**src/rtl/mc_fifo_scfifo_pkg.sv**
```systemverilog
// Shared types and helpers for the single-clock memory-controller FIFO.
// Used by the top level and its sub-module.
package mc_fifo_pkg;

  typedef enum logic {
    RD_LEGACY    = 1'b0,
    RD_SHOWAHEAD = 1'b1
  } rd_mode_e;

  // Pointer width for a given depth; never below one bit.
  function automatic int addr_w(input int depth);
    if (depth <= 2) begin
      return 1;
    end else begin
      return $clog2(depth);
    end
  endfunction

  function automatic rd_mode_e rd_mode(input int showahead);
    if (showahead != 0) begin
      return RD_SHOWAHEAD;
    end else begin
      return RD_LEGACY;
    end
  endfunction

endpackage

```
**src/rtl/mc_fifo_scfifo_if.sv**
```systemverilog
// Write/read/status bundle between the MC front end and the RDMA engine.
// The FIFO is the slave; the producer/consumer side is the master.
interface mc_fifo_scfifo_if #(
  parameter int WIDTH = 60,
  parameter int DEPTH = 16
);
  localparam int CW = $clog2(DEPTH) + 1;

  logic [WIDTH-1:0] data;
  logic             wrreq;
  logic             rdreq;
  logic             clr_err;
  logic [WIDTH-1:0] q;
  logic             rdempty;
  logic             wrfull;
  logic             almost_full;
  logic [CW-1:0]    usedw;
  logic             ovf;
  logic             udf;

  modport slave (
    input  data, wrreq, rdreq, clr_err,
    output q, rdempty, wrfull, almost_full, usedw, ovf, udf
  );

  modport master (
    output data, wrreq, rdreq, clr_err,
    input  q, rdempty, wrfull, almost_full, usedw, ovf, udf
  );
endinterface

```
**src/rtl/mc_fifo_scfifo_ram.sv**
```systemverilog
// DEPTH x WIDTH storage: one synchronous write port, one asynchronous read port.
// Contents are deliberately not reset.
module mc_fifo_ram #(
  parameter int WIDTH = 60,
  parameter int DEPTH = 16,
  parameter int AW    = 4
) (
  input  logic             clk,
  input  logic             we_i,
  input  logic [AW-1:0]    waddr_i,
  input  logic [WIDTH-1:0] wdata_i,
  input  logic [AW-1:0]    raddr_i,
  output logic [WIDTH-1:0] rdata_o
);

  logic [WIDTH-1:0] mem_q [DEPTH];

  // Write port.
  always_ff @(posedge clk) begin
    if (we_i) begin
      mem_q[waddr_i] <= wdata_i;
    end
  end

  assign rdata_o = mem_q[raddr_i];

endmodule

```
**src/rtl/mc_fifo_scfifo.sv**
```systemverilog
// Single-clock FIFO: pointers, fill count, registered status flags,
// sticky overflow/underflow and the legacy-mode output register.
module mc_fifo_scfifo
  import mc_fifo_pkg::*;
#(
  parameter int WIDTH     = 60,
  parameter int DEPTH     = 16,
  parameter int AF_THRESH = DEPTH - 2,
  parameter int SHOWAHEAD = 0
) (
  input  logic           clk,
  input  logic           aclr_n,
  mc_fifo_scfifo_if.slave bus
);

  localparam int       AW      = addr_w(DEPTH);
  localparam int       CW      = AW + 1;
  localparam rd_mode_e RD_MODE = rd_mode(SHOWAHEAD);

  logic [AW-1:0]    wr_ptr_q, wr_ptr_d, rd_ptr_q, rd_ptr_d;
  logic [CW-1:0]    cnt_q, cnt_d;
  logic             rdempty_q, rdempty_d, wrfull_q, wrfull_d, af_q, af_d;
  logic             ovf_q, ovf_d, udf_q, udf_d;
  logic [WIDTH-1:0] q_q, q_d, rd_data_s;
  logic             wr_acc_s, rd_acc_s;

  mc_fifo_ram #(.WIDTH(WIDTH), .DEPTH(DEPTH), .AW(AW)) u_ram (
    .clk     (clk),
    .we_i    (wr_acc_s),
    .waddr_i (wr_ptr_q),
    .wdata_i (bus.data),
    .raddr_i (rd_ptr_q),
    .rdata_o (rd_data_s)
  );

  // Acceptance uses registered flags only: no pass-through when full, no fall-through when empty.
  always_comb begin
    wr_acc_s = bus.wrreq && !wrfull_q;
    rd_acc_s = bus.rdreq && !rdempty_q;
    wr_ptr_d = wr_ptr_q;
    rd_ptr_d = rd_ptr_q;
    cnt_d    = cnt_q;
    q_d      = q_q;

    if (wr_acc_s) begin
      wr_ptr_d = wr_ptr_q + AW'(1'b1);
    end else begin
      wr_ptr_d = wr_ptr_q;
    end

    if (rd_acc_s) begin
      rd_ptr_d = rd_ptr_q + AW'(1'b1);
      q_d      = rd_data_s;
    end else begin
      rd_ptr_d = rd_ptr_q;
      q_d      = q_q;
    end

    case ({wr_acc_s, rd_acc_s})
      2'b10:   cnt_d = cnt_q + CW'(1'b1);
      2'b01:   cnt_d = cnt_q - CW'(1'b1);
      default: cnt_d = cnt_q;
    endcase

    wrfull_d  = (cnt_d == CW'(DEPTH));
    rdempty_d = (cnt_d == CW'(1'b0));
    af_d      = (cnt_d >= CW'(AF_THRESH));

    // A fresh error beats a simultaneous clear.
    if (bus.wrreq && wrfull_q) begin
      ovf_d = 1'b1;
    end else if (bus.clr_err) begin
      ovf_d = 1'b0;
    end else begin
      ovf_d = ovf_q;
    end

    if (bus.rdreq && rdempty_q) begin
      udf_d = 1'b1;
    end else if (bus.clr_err) begin
      udf_d = 1'b0;
    end else begin
      udf_d = udf_q;
    end
  end

  // State and status registers.
  always_ff @(posedge clk or negedge aclr_n) begin
    if (!aclr_n) begin
      wr_ptr_q  <= '0;
      rd_ptr_q  <= '0;
      cnt_q     <= '0;
      rdempty_q <= 1'b1;
      wrfull_q  <= 1'b0;
      af_q      <= 1'b0;
      ovf_q     <= 1'b0;
      udf_q     <= 1'b0;
      q_q       <= '0;
    end else begin
      wr_ptr_q  <= wr_ptr_d;
      rd_ptr_q  <= rd_ptr_d;
      cnt_q     <= cnt_d;
      rdempty_q <= rdempty_d;
      wrfull_q  <= wrfull_d;
      af_q      <= af_d;
      ovf_q     <= ovf_d;
      udf_q     <= udf_d;
      q_q       <= q_d;
    end
  end

  assign bus.q           = (RD_MODE == RD_SHOWAHEAD) ? rd_data_s : q_q;
  assign bus.rdempty     = rdempty_q;
  assign bus.wrfull      = wrfull_q;
  assign bus.almost_full = af_q;
  assign bus.usedw       = cnt_q;
  assign bus.ovf         = ovf_q;
  assign bus.udf         = udf_q;

endmodule
```
**src/flat_wrapper.sv**
```systemverilog
// flat-port wrapper written by rule: the top's interface ports become plain ports
module mc_fifo_scfifo_flat import mc_fifo_pkg::*;
#(
  parameter int WIDTH     = 60,
  parameter int DEPTH     = 16,
  parameter int AF_THRESH = DEPTH - 2,
  parameter int SHOWAHEAD = 0
)
  (clk, aclr_n, bus_data, bus_wrreq, bus_rdreq, bus_clr_err, bus_q, bus_rdempty, bus_wrfull, bus_almost_full, bus_usedw, bus_ovf, bus_udf);
  mc_fifo_scfifo_if #(.WIDTH(WIDTH), .DEPTH(DEPTH)) bus_i ();
  input  logic clk;
  input  logic aclr_n;
  input wire logic [$bits(bus_i.data)-1:0] bus_data;
  input wire logic [$bits(bus_i.wrreq)-1:0] bus_wrreq;
  input wire logic [$bits(bus_i.rdreq)-1:0] bus_rdreq;
  input wire logic [$bits(bus_i.clr_err)-1:0] bus_clr_err;
  output wire logic [$bits(bus_i.q)-1:0] bus_q;
  output wire logic [$bits(bus_i.rdempty)-1:0] bus_rdempty;
  output wire logic [$bits(bus_i.wrfull)-1:0] bus_wrfull;
  output wire logic [$bits(bus_i.almost_full)-1:0] bus_almost_full;
  output wire logic [$bits(bus_i.usedw)-1:0] bus_usedw;
  output wire logic [$bits(bus_i.ovf)-1:0] bus_ovf;
  output wire logic [$bits(bus_i.udf)-1:0] bus_udf;
  assign bus_i.data = bus_data;
  assign bus_i.wrreq = bus_wrreq;
  assign bus_i.rdreq = bus_rdreq;
  assign bus_i.clr_err = bus_clr_err;
  assign bus_q = bus_i.q;
  assign bus_rdempty = bus_i.rdempty;
  assign bus_wrfull = bus_i.wrfull;
  assign bus_almost_full = bus_i.almost_full;
  assign bus_usedw = bus_i.usedw;
  assign bus_ovf = bus_i.ovf;
  assign bus_udf = bus_i.udf;
  mc_fifo_scfifo #(.WIDTH(WIDTH), .DEPTH(DEPTH), .AF_THRESH(AF_THRESH), .SHOWAHEAD(SHOWAHEAD)) u_core (.clk(clk), .aclr_n(aclr_n), .bus(bus_i));
endmodule
```
**config.mk**
```make
export PLATFORM = sky130hd
export DESIGN_NAME = mc_fifo_scfifo_flat
export DESIGN_NICKNAME = d
export VERILOG_FILES = /design/src/rtl/mc_fifo_scfifo_pkg.sv /design/src/rtl/mc_fifo_scfifo_if.sv /design/src/rtl/mc_fifo_scfifo_ram.sv /design/src/rtl/mc_fifo_scfifo.sv /design/src/flat_wrapper.sv
export SDC_FILE = /design/constraint.sdc
export NUM_CORES = 1
export LEC_CHECK = 0
export ABC_AREA = 1
export CORE_MARGIN = 10
export CORE_UTILIZATION = 50
export CTS_CLUSTER_DIAMETER = 30
export CTS_CLUSTER_SIZE = 20
export DETAILED_ROUTE_END_ITERATION = 8
export PLACE_DENSITY = 0.67
export SYNTH_ARGS = -nofsm -noshare
export SYNTH_HDL_FRONTEND = slang
export SYNTH_SLANG_ARGS = --single-unit
```
**constraint.sdc**
```tcl
create_clock -name clk -period 8.8 [get_ports clk]
set_input_delay 1.76 -clock clk [delete_from_list [all_inputs] [get_ports clk]]
set_output_delay 1.76 -clock clk [all_outputs]
set_load 0.01 [all_outputs]
```
==> metrics.md <==
| Metric | Value |
|---|---|
| Die width | `305 µm` |
| Vias in the first global route | `26300` |
| Mux share of post-synthesis cell area | `0%` |
| Syn avg cell area | `12.8 µm²` |
| P&R area growth vs syn | `18.6%` |
| Sequential-to-total area share from yosys stat | `75.8%` |
| Worst Reg2Reg Path Length in Cells | `10` |
| Reg2reg start | `u_core.rd_ptr_q[0]$_DFFE_PN0P_` |
| Netlist Area Pre-Place | `0.0406 mm²` |
| Routed len/inst | `22.8 µm` |
| Setup Buffers After CTS | `0` |
| Max cap viols | `0` |
| Post-CTS Hold Fix Bufs | `0` |
| Tcrit/Tclk final | `50.4%` |
| CP Capture Type | `flop` |
| Critical Path Source Type | `input pin` |
| Post-synthesis xor/xnor area fraction | `0.173%` |
| Gr ovfl total | `0` |
| Initial antenna violation count | `1` |
| Worst Path Required | `9140 ps` |
| Clock buffer count from CTS | `159` |
| Die area | `0.0930 mm²` |
| Clock buffer depth | `3` |
| Mapped Cells | `3181` |
| Compound-gate portion of the synthesized area | `10.1%` |
| Share of cells above drive strength 1 | `9.51%` |
| DR DRC count | `0` |
| IO buf count | `134` |
| Dpl cell area | `0.0426 mm²` |
| Outcome | `finished clean` |
| Worst hold path type | `reg2reg` |
| Setup TNS | `0 ps` |
| Largest net degree at the start of global routing | `259` |
| CP Cell Sequence | `clkdlybuf4s50_1 -> nand2_1 -> inv_1 -> nand2_1 -> nor2_4 -> buf_4` |
| I/O Pins | `135` |
| WHS | `485 ps` |
| Finished Core Util | `59.8%` |
| Final hold violation count | `0` |
| Clock sink total | `1038` |
| Maximum clock frequency | `225 MHz` |
| Commonest cells after routing, fill and taps aside | `edfxtp_1 (960), nand2_1 (460), nor2_1 (426)` |
| Worst path most repeated cell | `nand2_1` |
| 1st-iter DRT viols | `3031` |
| Core box area | `0.0805 mm²` |
| Clock skew | `31.5 ps` |
| TritonRoute pass-1 iters | `6` |
| Post-Route WL | `102000 µm` |
| Syn_nets | `3253` |
| Post-Synth Adder-Cell Area | `0.216%` |
| Hold Crit Depth | `2` |
| Slowest stage cell on the critical path | `nor2_4` |
| Flop-to-flop setup slack | `4690 ps` |
| Post_cts resized | `0` |
| Fin nets | `3361` |
| Crit path largest cell delay | `1030 ps` |
| Final Critical Period | `4440 ps` |
| CTS tree | `built` |
| DR vias | `26200` |
| Commonest non-fill, non-tap cell in the layout | `edfxtp_1` |
| Slew @ Worst Pin | `1280 ps` |
| Tot GR Track Use | `21.5%` |
| Initial core utilization | `50.4%` |
| Post-route ant nets | `0` |
| Worst hold start | `u_core.bus.q[43]$_DFFE_PN0P_` |
| Worst Hold End | `u_core.bus.q[43]$_DFFE_PN0P_` |
| Skew-Pair Late Insertion Delay | `740 ps` |
| Post-DP HPWL | `53000 µm` |
| First-pass GRT wire length | `157000 µm` |
| RSZ-0062 raised after global routing | `false` |
| Maximum vdd drop | `344 µV` |
| Final setup violation count | `0` |
| Yosys reg bits | `1038` |
| PwrDens | `366 mW/mm²` |
| Post-Synth Simple-Gate Area | `10.9%` |
| Crit Path Max Fanout | `32` |
| Synth unique cells | `27` |
| RD Place Congestion | `0.802` |
| Worst R2R End | `u_core.bus.q[51]$_DFFE_PN0P_` |
| Die Y | `305 µm` |
| Post-route cell area | `0.0482 mm²` |
| Row cnt | `104` |
| Slew headroom | `14.7%` |
| Reg clk slew, reported paths | `50 ps` |
| Worst Setup Path Type | `in2reg` |
| Yosys warns | `0` |
| WP data arrival | `4780 ps` |
| Root Buffer | `clkbuf_16` |
| Pins over their slew limit | `0` |
| Via density per instance | `5.83` |
| Largest family of logic cells by synthesized area | `simple AND/OR/NAND/NOR gates` |
| H-Tree Depth | `4` |
| Leakage | `16.5 nW` |
## cell families (layout without fill, tap and decap cells)
group,after synthesis,in the layout
adders and majority gates,7,7
DFF,1038,1038
other,0,1
AOI/OAI and AO/OA,789,789
xor gates and xnor gates,8,8
buffers and inverters,244,490
and+or+nand+nor,1095,1095
## state kept, by name, indices dropped and copies added, names as in the netlist
| signal | cells |
|---|---|
| u_core.u_ram.mem_q | 960 |
| u_core.bus.q | 60 |
| u_core.bus.usedw | 5 |
| u_core.rd_ptr_q | 4 |
| u_core.wr_ptr_q | 4 |
| u_core.bus.almost_full | 1 |
| u_core.bus.ovf | 1 |
| u_core.bus.rdempty | 1 |
| u_core.bus.udf | 1 |
| u_core.bus.wrfull | 1 |
## where the power goes
part           leakage [nW]  internal [mW]  switching (mW)
sequential             9.61           6.06           0.385
clock                  2.67           4.05            2.31
combinational          4.22           1.45            3.38
total                  16.5           11.6            6.07
## stage by stage
stage	total power, mW	cells	setup slack [ps]
3_3_place_gp	11.2	4188	3790
2_1_floorplan	9.62	3181	3600
4_1_cts	17.7	4487	4400
5_1_grt	18.5	4488	4260
6_report	17.6	4488	4360
3_5_place_dp	11.3	4188	3640
## cell usage after synthesis (all sizes together)
cell,count,area (µm²)
and2,1,6.26
o22ai,120,751
buf,93,567
dfstp,1,26.3
nand3,9,45.0
a21boi,1,7.51
nor2,442,1660
edfxtp,960,28800
clkbuf,125,473
xor2,7,61.3
a21oi,181,906
xnor2,1,8.76
ha,7,87.6
nand4,2,12.5
o21ai,487,2440
nand2,460,1730
inv,26,97.6
or2,1,6.26
dfrtp,77,1930
nor4,60,375
nor3,120,601
## how the worst max path moves through the flow
stage          startpoint                                  end  cells after the start
6_report        bus_wrreq  u_core.u_ram.mem_q[8][51]$_DFFE_PP_                      6
5_1_grt         bus_wrreq  u_core.u_ram.mem_q[8][46]$_DFFE_PP_                      6
4_1_cts         bus_wrreq  u_core.u_ram.mem_q[8][46]$_DFFE_PP_                      6
3_5_place_dp    bus_wrreq  u_core.u_ram.mem_q[8][57]$_DFFE_PP_                      6
3_3_place_gp    bus_wrreq  u_core.u_ram.mem_q[9][54]$_DFFE_PP_                      6
2_1_floorplan   bus_wrreq  u_core.u_ram.mem_q[11][0]$_DFFE_PP_                      4
## layer usage
| metal | track usage (%) | wire length (µm) |
|---|---|---|
| met5 | 0 | 0 |
| met4 | 6.39 | 2090 |
| met3 | 4.61 | 7810 |
| met2 | 35.3 | 50000 |
| met1 | 28.4 | 42400 |
## area by class of cell
class / count / area, µm²
clock inverter: 108 / 1240
sequential: 1038 / 30800
clock buffer: 191 / 4280
multi-input combinational: 1899 / 8810
tap: 1060 / 1330
fill: 5990 / 32400
antenna: 1 / 2.50
timing repair buffer: 165 / 1600
inverter: 26 / 120
## critical path: cells and delay by family
family	cells	cell delay (ps)
and+or+nand+nor	3	1560
buffers and inverters	3	1420
(Power assumes the default switching activity.)
